==> src/rtl/gci_std_display_vram_responder_if.sv <==
// Display VRAM read bus: requester-side session/read handshake plus the
// memory-controller read port. The responder uses the slave view.
interface gci_std_display_vram_responder_if #(
    parameter int P_MEM_ADDR_N = 19
);
    logic                    iIF_REQ;
    logic                    oIF_ACK;
    logic                    iIF_FINISH;
    logic                    iIF_ENA;
    logic                    oIF_BUSY;
    logic [P_MEM_ADDR_N-1:0] iIF_ADDR;
    logic                    oIF_VALID;
    logic [31:0]             oIF_DATA;
    logic                    oMEM_REQ;
    logic [P_MEM_ADDR_N-1:0] oMEM_ADDR;
    logic                    iMEM_BUSY;
    logic                    iMEM_VALID;
    logic [31:0]             iMEM_DATA;

    modport slave (
        input  iIF_REQ, iIF_FINISH, iIF_ENA, iIF_ADDR,
        input  iMEM_BUSY, iMEM_VALID, iMEM_DATA,
        output oIF_ACK, oIF_BUSY, oIF_VALID, oIF_DATA,
        output oMEM_REQ, oMEM_ADDR
    );

    modport master (
        output iIF_REQ, iIF_FINISH, iIF_ENA, iIF_ADDR,
        output iMEM_BUSY, iMEM_VALID, iMEM_DATA,
        input  oIF_ACK, oIF_BUSY, oIF_VALID, oIF_DATA,
        input  oMEM_REQ, oMEM_ADDR
    );
endinterface

==> src/rtl/gci_std_display_vram_responder.sv <==
// Memory-side responder for the display VRAM read interface. Grants one
// read session at a time, forwards accepted read addresses to the memory
// port through a one-entry request register, and returns in-order memory
// data. After a synchronous flush, reads still in flight at the memory are
// counted down and swallowed before a new session may be granted.
module gci_std_display_vram_responder #(
    parameter int P_MEM_ADDR_N      = 19,
    parameter int P_MAX_OUTSTANDING = 4,
    parameter int P_OUTSTANDING_N   = 3
)(
    input  logic                           iGCI_CLOCK,
    input  logic                           inRESET,
    input  logic                           iRESET_SYNC,
    input  logic                           iARB_LOCK,
    gci_std_display_vram_responder_if.slave bus,
    output logic                           oERR
);
    localparam logic [P_OUTSTANDING_N-1:0] ONE     = P_OUTSTANDING_N'(1);
    localparam logic [P_OUTSTANDING_N-1:0] MAX_OUT = P_OUTSTANDING_N'(P_MAX_OUTSTANDING);

    typedef enum logic [1:0] {ST_IDLE, ST_ACK, ST_SESSION, ST_DRAIN} state_t;

    state_t                      state, state_nxt;
    logic [P_OUTSTANDING_N-1:0]  outstanding, outstanding_nxt;
    logic [P_OUTSTANDING_N-1:0]  discard, discard_dec, discard_load;
    logic [P_OUTSTANDING_N:0]    flush_avail, flush_drop;
    logic                        mem_req;
    logic [P_MEM_ADDR_N-1:0]     mem_addr;
    logic                        if_valid;
    logic [31:0]                 if_data;
    logic                        stalled, busy, accept, issue, fwd, unsol;

    // A request still waiting on the memory blocks new accepts so the
    // single request register is never overwritten while stalled.
    assign stalled = mem_req && bus.iMEM_BUSY;
    assign busy    = (state != ST_SESSION) || (outstanding >= MAX_OUT) || stalled;
    assign accept  = (state == ST_SESSION) && bus.iIF_ENA && !busy && !bus.iIF_FINISH;
    assign issue   = mem_req && !bus.iMEM_BUSY;
    assign fwd     = bus.iMEM_VALID && (discard == '0) && (outstanding != '0);
    assign unsol   = bus.iMEM_VALID && (discard == '0) && (outstanding == '0);

    assign bus.oIF_ACK   = (state == ST_ACK);
    assign bus.oIF_BUSY  = busy;
    assign bus.oIF_VALID = if_valid;
    assign bus.oIF_DATA  = if_data;
    assign bus.oMEM_REQ  = mem_req;
    assign bus.oMEM_ADDR = mem_addr;

    // Outstanding count update and flush bookkeeping. On a flush, every read
    // already handed to the memory (plus any earlier undrained discards) must
    // be swallowed later; the stalled request and a same-cycle return do not.
    always_comb begin
        outstanding_nxt = outstanding;
        if (accept && !fwd)
            outstanding_nxt = outstanding + ONE;
        else if (!accept && fwd)
            outstanding_nxt = outstanding - ONE;
        discard_dec = discard;
        if (bus.iMEM_VALID && (discard != '0))
            discard_dec = discard - ONE;
        flush_avail  = {1'b0, outstanding} + {1'b0, discard_dec};
        flush_drop   = (P_OUTSTANDING_N+1)'(stalled) + (P_OUTSTANDING_N+1)'(fwd);
        discard_load = '0;
        if (flush_avail > flush_drop)
            discard_load = P_OUTSTANDING_N'(flush_avail - flush_drop);
    end

    // Session state register.
    always_ff @(posedge iGCI_CLOCK or negedge inRESET) begin
        if (!inRESET) state <= ST_IDLE;
        else          state <= state_nxt;
    end

    // Session next-state: grant, session, drain of in-flight reads.
    always_comb begin
        state_nxt = state;
        if (iRESET_SYNC) begin
            state_nxt = ST_IDLE;
        end else begin
            case (state)
                ST_IDLE:    if (bus.iIF_REQ && !iARB_LOCK && (discard == '0)) state_nxt = ST_ACK;
                ST_ACK:     state_nxt = ST_SESSION;
                ST_SESSION: if (bus.iIF_FINISH)
                                state_nxt = (outstanding != '0) ? ST_DRAIN : ST_IDLE;
                ST_DRAIN:   if (outstanding_nxt == '0) state_nxt = ST_IDLE;
                default:    state_nxt = ST_IDLE;
            endcase
        end
    end

    // Outstanding and discard counters.
    always_ff @(posedge iGCI_CLOCK or negedge inRESET) begin
        if (!inRESET) begin
            outstanding <= '0;
            discard     <= '0;
        end else if (iRESET_SYNC) begin
            outstanding <= '0;
            discard     <= discard_load;
        end else begin
            outstanding <= outstanding_nxt;
            discard     <= discard_dec;
        end
    end

    // Memory request register: load on accept, hold while stalled, drop on issue.
    always_ff @(posedge iGCI_CLOCK or negedge inRESET) begin
        if (!inRESET) begin
            mem_req  <= 1'b0;
            mem_addr <= '0;
        end else if (iRESET_SYNC) begin
            mem_req  <= 1'b0;
        end else if (accept) begin
            mem_req  <= 1'b1;
            mem_addr <= bus.iIF_ADDR;
        end else if (issue) begin
            mem_req  <= 1'b0;
        end
    end

    // Return path: one-cycle registered forward of solicited memory data.
    always_ff @(posedge iGCI_CLOCK or negedge inRESET) begin
        if (!inRESET) begin
            if_valid <= 1'b0;
            if_data  <= '0;
        end else if (iRESET_SYNC) begin
            if_valid <= 1'b0;
        end else begin
            if_valid <= fwd;
            if (fwd) if_data <= bus.iMEM_DATA;
        end
    end

    // Sticky error on a memory return nobody asked for.
    always_ff @(posedge iGCI_CLOCK or negedge inRESET) begin
        if (!inRESET)         oERR <= 1'b0;
        else if (iRESET_SYNC) oERR <= 1'b0;
        else if (unsol)       oERR <= 1'b1;
    end
endmodule

==> src/flat_wrapper.sv <==
// flat-port wrapper written by rule: the top's interface ports become plain ports
module gci_std_display_vram_responder_flat 
#(
    parameter int P_MEM_ADDR_N      = 19,
    parameter int P_MAX_OUTSTANDING = 4,
    parameter int P_OUTSTANDING_N   = 3
)
  (iGCI_CLOCK, inRESET, iRESET_SYNC, iARB_LOCK, oERR, bus_iIF_REQ, bus_iIF_FINISH, bus_iIF_ENA, bus_iIF_ADDR, bus_iMEM_BUSY, bus_iMEM_VALID, bus_iMEM_DATA, bus_oIF_ACK, bus_oIF_BUSY, bus_oIF_VALID, bus_oIF_DATA, bus_oMEM_REQ, bus_oMEM_ADDR);
  gci_std_display_vram_responder_if #(.P_MEM_ADDR_N(P_MEM_ADDR_N)) bus_i ();
  input  logic iGCI_CLOCK;
  input  logic inRESET;
  input  logic iRESET_SYNC;
  input  logic iARB_LOCK;
  output logic oERR;
  input wire logic [$bits(bus_i.iIF_REQ)-1:0] bus_iIF_REQ;
  input wire logic [$bits(bus_i.iIF_FINISH)-1:0] bus_iIF_FINISH;
  input wire logic [$bits(bus_i.iIF_ENA)-1:0] bus_iIF_ENA;
  input wire logic [$bits(bus_i.iIF_ADDR)-1:0] bus_iIF_ADDR;
  input wire logic [$bits(bus_i.iMEM_BUSY)-1:0] bus_iMEM_BUSY;
  input wire logic [$bits(bus_i.iMEM_VALID)-1:0] bus_iMEM_VALID;
  input wire logic [$bits(bus_i.iMEM_DATA)-1:0] bus_iMEM_DATA;
  output wire logic [$bits(bus_i.oIF_ACK)-1:0] bus_oIF_ACK;
  output wire logic [$bits(bus_i.oIF_BUSY)-1:0] bus_oIF_BUSY;
  output wire logic [$bits(bus_i.oIF_VALID)-1:0] bus_oIF_VALID;
  output wire logic [$bits(bus_i.oIF_DATA)-1:0] bus_oIF_DATA;
  output wire logic [$bits(bus_i.oMEM_REQ)-1:0] bus_oMEM_REQ;
  output wire logic [$bits(bus_i.oMEM_ADDR)-1:0] bus_oMEM_ADDR;
  assign bus_i.iIF_REQ = bus_iIF_REQ;
  assign bus_i.iIF_FINISH = bus_iIF_FINISH;
  assign bus_i.iIF_ENA = bus_iIF_ENA;
  assign bus_i.iIF_ADDR = bus_iIF_ADDR;
  assign bus_i.iMEM_BUSY = bus_iMEM_BUSY;
  assign bus_i.iMEM_VALID = bus_iMEM_VALID;
  assign bus_i.iMEM_DATA = bus_iMEM_DATA;
  assign bus_oIF_ACK = bus_i.oIF_ACK;
  assign bus_oIF_BUSY = bus_i.oIF_BUSY;
  assign bus_oIF_VALID = bus_i.oIF_VALID;
  assign bus_oIF_DATA = bus_i.oIF_DATA;
  assign bus_oMEM_REQ = bus_i.oMEM_REQ;
  assign bus_oMEM_ADDR = bus_i.oMEM_ADDR;
  gci_std_display_vram_responder #(.P_MEM_ADDR_N(P_MEM_ADDR_N), .P_MAX_OUTSTANDING(P_MAX_OUTSTANDING), .P_OUTSTANDING_N(P_OUTSTANDING_N)) u_core (.iGCI_CLOCK(iGCI_CLOCK), .inRESET(inRESET), .iRESET_SYNC(iRESET_SYNC), .iARB_LOCK(iARB_LOCK), .bus(bus_i), .oERR(oERR));
endmodule
==> config.mk <==
export PLATFORM = sky130hd
export DESIGN_NAME = gci_std_display_vram_responder_flat
export DESIGN_NICKNAME = d
export VERILOG_FILES = /design/src/rtl/gci_std_display_vram_responder_if.sv /design/src/rtl/gci_std_display_vram_responder.sv /design/src/flat_wrapper.sv
export SDC_FILE = /design/constraint.sdc
export NUM_CORES = 1
export LEC_CHECK = 0
export ABC_AREA = 0
export CORE_MARGIN = 8
export CORE_UTILIZATION = 46
export DETAILED_ROUTE_END_ITERATION = 8
export PLACE_DENSITY = 0.85
export REMOVE_ABC_BUFFERS = 1
export SETUP_SLACK_MARGIN = 0.05
export SYNTH_ARGS = -nofsm -noshare
export SYNTH_HDL_FRONTEND = slang
export SYNTH_SLANG_ARGS = --single-unit
==> constraint.sdc <==
create_clock -name iGCI_CLOCK -period 9.35 [get_ports iGCI_CLOCK]
set_clock_uncertainty 0.05 [all_clocks]
set_input_delay 1.87 -clock iGCI_CLOCK [delete_from_list [all_inputs] [get_ports iGCI_CLOCK]]
set_output_delay 1.87 -clock iGCI_CLOCK [all_outputs]
set_load 0.02 [all_outputs]
* Word level (Yosys, flattened, before mapping)
Index checks and enable logic that the tools add are counted.
Widths: inputs -> output; s select.
** Storage, ports and cells
- Register bits after elaboration :: 62
- Word-level logic and storage cells :: 74
** Operators by class
- Add/subtract/negate cells :: 6
- $lt $le $gt $ge :: 2
- Equal/unequal tests :: 7
- Muxes and demuxes :: 18
- Bitwise gates (word level) :: 1
- Reduce and logical (&&, ||, !) cells :: 32
** Operators by type and width (number)
- $mux 3 :: 6
- $logic_and 1x1->1 :: 13
- $mux 2 :: 5
- $logic_not 3->1 :: 3
- $reduce_bool 3->1 :: 3
- $pmux 2 s4 :: 1
- $logic_not 1->1 :: 6
- $mux 1 :: 6
- $ne 3x2->1 const B :: 2
- $sub 3x1->3 const B :: 2
- $add 3x3->4 :: 1
- $eq 2x2->1 const B :: 2
- $gt 4x2->1 :: 1
- $reduce_and 2->1 :: 2
- $add 3x1->3 const B :: 1
- $ge 3x3->1 const B :: 1
- $ne 3x3->1 const B :: 1
- $reduce_and 3->1 :: 1
- $sub 3x3->3 :: 1
- $add 1x1->2 :: 1
- $eq 2x1->1 const B :: 1
- $logic_not 2->1 :: 1
- $logic_or 1x1->1 :: 2
- $ne 2x2->1 const B :: 1
- other kinds (2) :: 2

* Depth between registers and ports, before layout
Gate-level depths: netlist (run 1).
- Depth after elaboration :: 14
- Gate-level depth with buffers :: 14
- Gate-level depth less buffers :: 14

* Least setup slack after synthesis (run 1)
No wires, ideal clock.
- Path type :: input to register
- Start point :: input port bus_iMEM_VALID
- End point :: register u_core.discard[2]
- Library setup time :: 0.133 ns
- Arrival :: 3.948 ns
- Path slack :: 5.218 ns
- Cell stages on the path :: 10
- Buffers on the path :: 0
- Path through :: nand2_1 -> xnor2_1 -> ha_1 -> inv_1 -> fa_1 -> inv_1 -> fa_1 -> a221o_1 -> o21ai_0 -> o21ai_0
** Between the ends
- Word-level cells in the longest chain between the ends :: 6
- Elaborated cells between the ends (all ways) :: 10
** RTL lines
- start: declaration :: RTL line flat_wrapper.sv:20 : input wire logic [$bits(bus_i.iMEM_VALID)-1:0] bus_iMEM_VALID;
- $logic_and 1x1->1 (on tied branches) :: RTL line gci_std_display_vram_responder.sv:59, gci_std_display_vram_responder.sv:39
- $mux 3 or $logic_and 1x1->1 (tied branches) :: RTL line gci_std_display_vram_responder.sv:59, gci_std_display_vram_responder.sv:39
- $add 3x3->4 or $add 1x1->2 (tied branches) :: RTL line gci_std_display_vram_responder.sv:61, gci_std_display_vram_responder.sv:62
- $gt 4x2->1 or $sub 3x3->3 (tied branches) :: RTL line gci_std_display_vram_responder.sv:64, gci_std_display_vram_responder.sv:65
- $mux 3 :: RTL line gci_std_display_vram_responder.sv:64 : if (flush_avail > flush_drop)
- $mux 3 * :: RTL line gci_std_display_vram_responder.sv:96 : end else if (iRESET_SYNC) begin
- end signal: assignment :: RTL line gci_std_display_vram_responder.sv:98 : discard <= discard_load;
- end signal: assignment :: RTL line gci_std_display_vram_responder.sv:101 : discard <= discard_dec;
- end: declaration :: RTL line gci_std_display_vram_responder.sv:25 : logic [P_OUTSTANDING_N-1:0] discard, discard_dec, discard_load;
Mark *: on every way between the ends. The rest lies on a longest branch, timed or not.
A chain may end at the register's enable or synchronous reset.

* Worst setup path in the final report (run 1)
- Start point :: input port bus_iMEM_BUSY
- End point :: output port bus_oIF_BUSY
** Between the ends
- Word-level cells in the longest chain between the ends :: 2
** RTL lines
- start: declaration :: RTL line flat_wrapper.sv:19 : input wire logic [$bits(bus_i.iMEM_BUSY)-1:0] bus_iMEM_BUSY;
- $logic_and 1x1->1 :: RTL line gci_std_display_vram_responder.sv:35 : assign stalled = mem_req && bus.iMEM_BUSY;
- $logic_or 1x1->1 :: RTL line gci_std_display_vram_responder.sv:36 : assign busy = (state != ST_SESSION) || (outstanding >= MAX_OUT) || stalled;
- end: declaration :: RTL line flat_wrapper.sv:23 : output wire logic [$bits(bus_i.oIF_BUSY)-1:0] bus_oIF_BUSY;
Every way passes these cells.

==> impl_metrics.json, run 1 <==
{
  "yosys.area.top_type": "dfrtp_1",
  "ios": 116,
  "worstPathArrival_ns": 3.15,
  "initial_core_util_pct": 47.39,
  "yosys_warnings": 0,
  "finalNetCount": 401,
  "synth_edf_count": 0,
  "crit_fanout": 4,
  "rsz0062_at_grt": "false",
  "cts_resized": 0,
  "final_antenna_net_count": 0,
  "grt_max_degree": 63,
  "endpoint_kind": "output port",
  "synth_area_leaders": "dfrtp_1 56%, mux2_1 19%, ha_1 4.9%",
  "first_pass_iters": 4,
  "synthCells": 206,
  "multiInputGateArea_mm2": 0.001169,
  "die_area_mm2": 0.008811,
  "drt_iter0_drc": 50,
  "fin_util_pct": 71.26,
  "reg2reg_depth": 11,
  "rr_startpoint": "u_core.outstanding[1]",
  "startpoint_type": "input port",
  "synth_top_area_share_pct": 55.63,
  "outcome": "complete, no violations",
  "row_count": 28,
  "core-area_mm2": 0.005886,
  "r2r_slack_ns": 6.00,
  "tightest_slew_ns": 0.7889,
  "die_w_um": 93.87,
  "syn-cell-area_mm2": 0.002789,
  "ys_seq_area_share_pct": 55.63,
  "wirelength_mm": 6.697,
  "crit_end": "bus_oIF_BUSY",
  "grt_pass1_wl_mm": 10.92,
  "gp_congestion": 0.8471,
  "ys_seq_elements": 62,
  "wl_per_cell_um": 16.45,
  "slew_headroom_pct": 47.41,
  "leakage_nw": 1.957,
  "postCtsHoldBufs": 0,
  "max-cap-violations": 0,
  "syn_avg_cell_area_um2": 13.54,
  "hold_viol": 0,
  "ys.flop_type": "dfrtp_1",
  "cts-buffers-inserted": 9,
  "die_h_um": 93.87,
  "powerDensity_mw_per_mm2": 276.6,
  "worstSetupPathType": "input port to output port",
  "clockRootBuffer": "clkbuf_8",
  "fill_cells": 435,
  "htreeDepth": 3,
  "cts_tree": "done",
  "register_area_mm2": 0.001551,
  "insertion_delay_ns": 0.32,
  "required_ns": 7.43,
  "r2r_end": "u_core.discard[1]",
  "final_cell_mix": "114 x clkdlybuf4s50_1, 62 x dfrtp_1, 48 x mux2_1",
  "vias": 2013,
  "synth-async-reset-ratio_pct": 100.0,
  "power_w": 0.001160,
  "layout_commonest_cell": "clkdlybuf4s50_1",
  "cts_buffer_depth": 2,
  "grt_pass1_vias": 2155,
  "fmax_mhz": 197.1,
  "dp_hpwl_mm": 5.228,
  "drt-vias-per-instance": 4.946,
  "drc": 0,
  "setup_violations": 0,
  "drive_gt1_share_pct": 7.530,
  "cts_setup_buffers": 0,
  "crit_start": "bus_iMEM_BUSY",
  "timing.setup.tns_ns": 0,
  "diodes": 0,
  "finalMaxSlewViolations": 0,
  "clkTransAtPathRegs_ns": 0.06,
  "synth_cell_types": 37,
  "grt_overflow_total": 0,
  "finalCriticalPeriod_ns": 5.073,
  "area_growth_pct": 50.38,
  "portBuffers": 115,
  "hp-class": "flop to flop",
  "clock_sinks": 62,
  "peakVddDrop_v": 0.0001600,
  "antenna_found_initial": 0,
  "period_share_pct": 54.26,
  "track_usage_pct": 15.76
}
==> layout make-up <==
type | instances | area share, %
multi-input cells | 126 | 27.86
clock inverters | 4 | 0.5370
repair buffers | 117 | 27.68
inverters | 12 | 1.074
clock buffers | 11 | 3.610
flip-flops and latches | 62 | 36.99
well taps | 75 | 2.237
==> flip-flops by register name, summed over array words and instances (netlist names) <==
name and count:
u_core.bus.oMEM_ADDR 19, u_core.discard 3, u_core.state 2, u_core.oERR 1, u_core.bus.oMEM_REQ 1, u_core.outstanding 3, u_core.bus.oIF_DATA 32, u_core.bus.oIF_VALID 1
==> critical path, stage by stage <==
cell and delay [ns]:
clkdlybuf4s50_1 0.46, nand2_1 0.13, nand2_1 0.09, clkdlybuf4s50_1 0.60
==> report_power, final <==
group	switching (W)	total (W)	internal, W
registers	0.0000509	0.000414	0.000363
clock network	0.0000984	0.000206	0.000108
logic	0.000268	0.000540	0.000272
==> synth_stat cells, types with 5 or more instances <==
library cell and number:
xnor2_1 5, nand2_1 7, nor2_1 6, o21ai_0 5, a21oi_1 8, ha_1 11, dfrtp_1 62, mux2_1 48
nand2b_1 5, inv_1 12
==> cells by family (layout without fill, tap and decap cells) <==
logic type,after synthesis,after routing,share of synthesized area (%)
DFF,62,62,55.63
adders and majority gates,13,13,6.371
xor gates and xnor gates,6,6,1.884
buffers and inverters,18,144,2.692
and+or+nand+nor,33,33,7.537
AOI/OAI and AO/OA,22,22,4.935
muxes,52,52,20.95
==> worst min path at each step <==
stage | startpoint | end | slack [ns] | cells past startpoint
final | u_core.bus.oMEM_ADDR[8] | u_core.bus.oMEM_ADDR[8] | 0.43 | 1
after global routing | u_core.bus.oIF_DATA[30] | u_core.bus.oIF_DATA[30] | 0.46 | 1
after CTS | u_core.bus.oMEM_ADDR[8] | u_core.bus.oMEM_ADDR[8] | 0.44 | 1
after detailed placement | u_core.bus.oMEM_ADDR[8] | u_core.bus.oMEM_ADDR[8] | 0.42 | 1
after global placement | u_core.bus.oMEM_ADDR[3] | u_core.bus.oMEM_ADDR[3] | 0.42 | 1
after floorplan | u_core.discard[0] | u_core.discard[0] | 0.54 | 3
==> metrics by stage <==
| step | area, µm² | worst slack (ns) | instances | hold WS [ns] |
|---|---|---|---|---|
| after floorplan | 2759 | 5.218 | 200 | 0.5406 |
| after global placement | 4020 | 4.253 | 392 | 0.4157 |
| after detailed placement | 4020 | 4.272 | 392 | 0.4237 |
| after CTS | 4194 | 4.267 | 407 | 0.4386 |
| after global routing | 4194 | 4.240 | 407 | 0.4563 |
| final | 4194 | 4.277 | 407 | 0.4326 |
==> metal layers <==
metal	track usage, %	vias to the layer above	wire [µm]
met4	5.548	0	60
met1	18.72	981	2819
li1	-	960	-
met2	26.78	65	3323
met5	0	-	0
met3	4.157	7	493
(Power assumes the default switching activity.)
==> run 2, diff against run 1 <==
- CORE_UTILIZATION: 46 -> 43
- PLACE_DENSITY: 0.85 -> 0.8
- clock period: 9.35 -> 4.7 ns (I/O delays scaled with it)
==> impl_metrics.json, run 2 (synthesis results as in run 1) <==
{
  "outcome": "complete, no violations",
  "first_pass_iters": 4,
  "initial_core_util_pct": 44.17,
  "min_to": "u_core.bus.oIF_DATA[5]",
  "finalCriticalPeriod_ns": 3.652,
  "hp-class": "flop to flop",
  "leakage_nw": 1.968,
  "area_growth_pct": 52.27,
  "max-cap-violations": 0,
  "finalNetCount": 401,
  "cts-buffers-inserted": 9,
  "worstPathArrival_ns": 3.79,
  "peakVddDrop_v": 0.0003306,
  "gp_congestion": 0.8276,
  "path_delay_family": "adder cells",
  "drc": 0,
  "powerDensity_mw_per_mm2": 567.4,
  "min_from": "u_core.bus.oIF_DATA[5]",
  "vias": 1978,
  "final_cell_mix": "114 x clkdlybuf4s50_1, 62 x dfrtp_1, 48 x mux2_1",
  "reg2reg_depth": 13,
  "hold_viol": 0,
  "startpoint_type": "input port",
  "die_area_mm2": 0.009319,
  "worst_slack_ns": 1.048,
  "layout_commonest_cell": "clkdlybuf4s50_1",
  "drt-vias-per-instance": 4.824,
  "grt_pass1_vias": 2143,
  "tightest_slew_ns": 0.5720,
  "timing.setup.tns_ns": 0,
  "fin_util_pct": 67.26,
  "setup_violations": 0,
  "diodes": 0,
  "wl_per_cell_um": 16.06,
  "crit_fanout": 4,
  "die_h_um": 96.54,
  "cts_setup_buffers": 0,
  "required_ns": 4.84,
  "slew_headroom_pct": 61.75,
  "rsz0062_at_grt": "false",
  "ios": 116,
  "clockRootBuffer": "clkbuf_8",
  "row_count": 29,
  "grt_overflow_total": 0,
  "period_share_pct": 77.71,
  "cts_resized": 0,
  "path_cells": "clkdlybuf4s50_1 -> nand2_1 -> xnor2_1 -> ha_1 -> inv_1 -> fa_1 -> inv_1 -> fa_1 -> a221o_1 -> o21ai_0 -> o22ai_1",
  "r2r_slack_ns": 1.43,
  "drive_gt1_share_pct": 7.508,
  "grt_max_degree": 42,
  "antenna_found_initial": 0,
  "rr_startpoint": "u_core.discard[0]",
  "track_usage_pct": 14.79,
  "core-area_mm2": 0.006314,
  "grt_pass1_wl_mm": 10.49,
  "clock_sinks": 62,
  "htreeDepth": 3,
  "endpoint_kind": "flop",
  "timing.critical_path.buf_inv": 3,
  "clkTransAtPathRegs_ns": 0.07,
  "worst_hold_slack_ns": 0.4331,
  "fmax_mhz": 273.8,
  "postCtsHoldBufs": 0,
  "drt_iter0_drc": 60,
  "stdcell_count": 410,
  "slowest_stage": "clkdlybuf4s50_1",
  "insertion_delay_ns": 0.33,
  "max_stage_delay_ns": 0.52,
  "pre_cts_ws_ns": 0.7026,
  "die_w_um": 96.54,
  "hold_depth": 1,
  "cts_buffer_depth": 2,
  "wirelength_mm": 6.586,
  "portBuffers": 115,
  "worstSetupPathType": "input port to flop",
  "r2r_end": "u_core.discard[1]",
  "dpl.cell_count": 394,
  "finalMaxSlewViolations": 0,
  "final_antenna_net_count": 0,
  "largest_reg_flops": 32,
  "cts_tree": "done"
}
run 2: cell types whose count changed in the layout (fill, tap and decap cells not counted):
cell,delta
clkbuf_1,+1
clkinvlp_4,+2
clkinv_2,-3
bufinv_16,+2
clkbuf_8,-1
run 2: metrics by stage:
step,area (µm²),power [W]
CTS,4247,0.002449
global placement,4023,0.001888
finish,4247,0.002409
detailed placement,4023,0.001921
floorplan,2759,0.001399
global route,4247,0.002568
run 2: layout make-up:
cell class	count	area, µm²
Clock inverter	5	82.58
Fill cell	495	2067
Timing Repair Buffer	117	1161
Clock buffer	11	141.4
Sequential cell	62	1551
Multi-Input combinational cell	126	1169
Inverter	12	45.04
Tap cell	77	96.34
run 2: report_power, final:
| group | switching (W) | internal, W |
|---|---|---|
| clock | 0.000204 | 0.000313 |
| combinational | 0.000529 | 0.000541 |
| sequential | 0.000100 | 0.000722 |
| total | 0.000833 | 0.00158 |
run 2: metal layers:
layer  global-route usage (%)  wire length, µm  vias up
li1                         -                -      963
met1                    17.17             2677      943
met2                    24.80             3240       65
met3                    4.791              561        7
met4                    5.801              106        0
met5                        0                0        -
run 2: worst max-delay path by stage:
| stage | startpoint | endpoint | slack, ns | depth (start not counted) |
|---|---|---|---|---|
| CTS | bus_iMEM_VALID | u_core.discard[1] | 1.05 | 11 |
| floorplan | bus_iMEM_VALID | u_core.discard[2] | 1.50 | 10 |
| global route | bus_iMEM_VALID | u_core.discard[1] | 0.81 | 11 |
| global placement | bus_iMEM_VALID | u_core.discard[1] | 0.82 | 11 |
| finish | bus_iMEM_VALID | u_core.discard[1] | 1.05 | 11 |
| detailed placement | bus_iMEM_VALID | u_core.discard[1] | 0.70 | 11 |
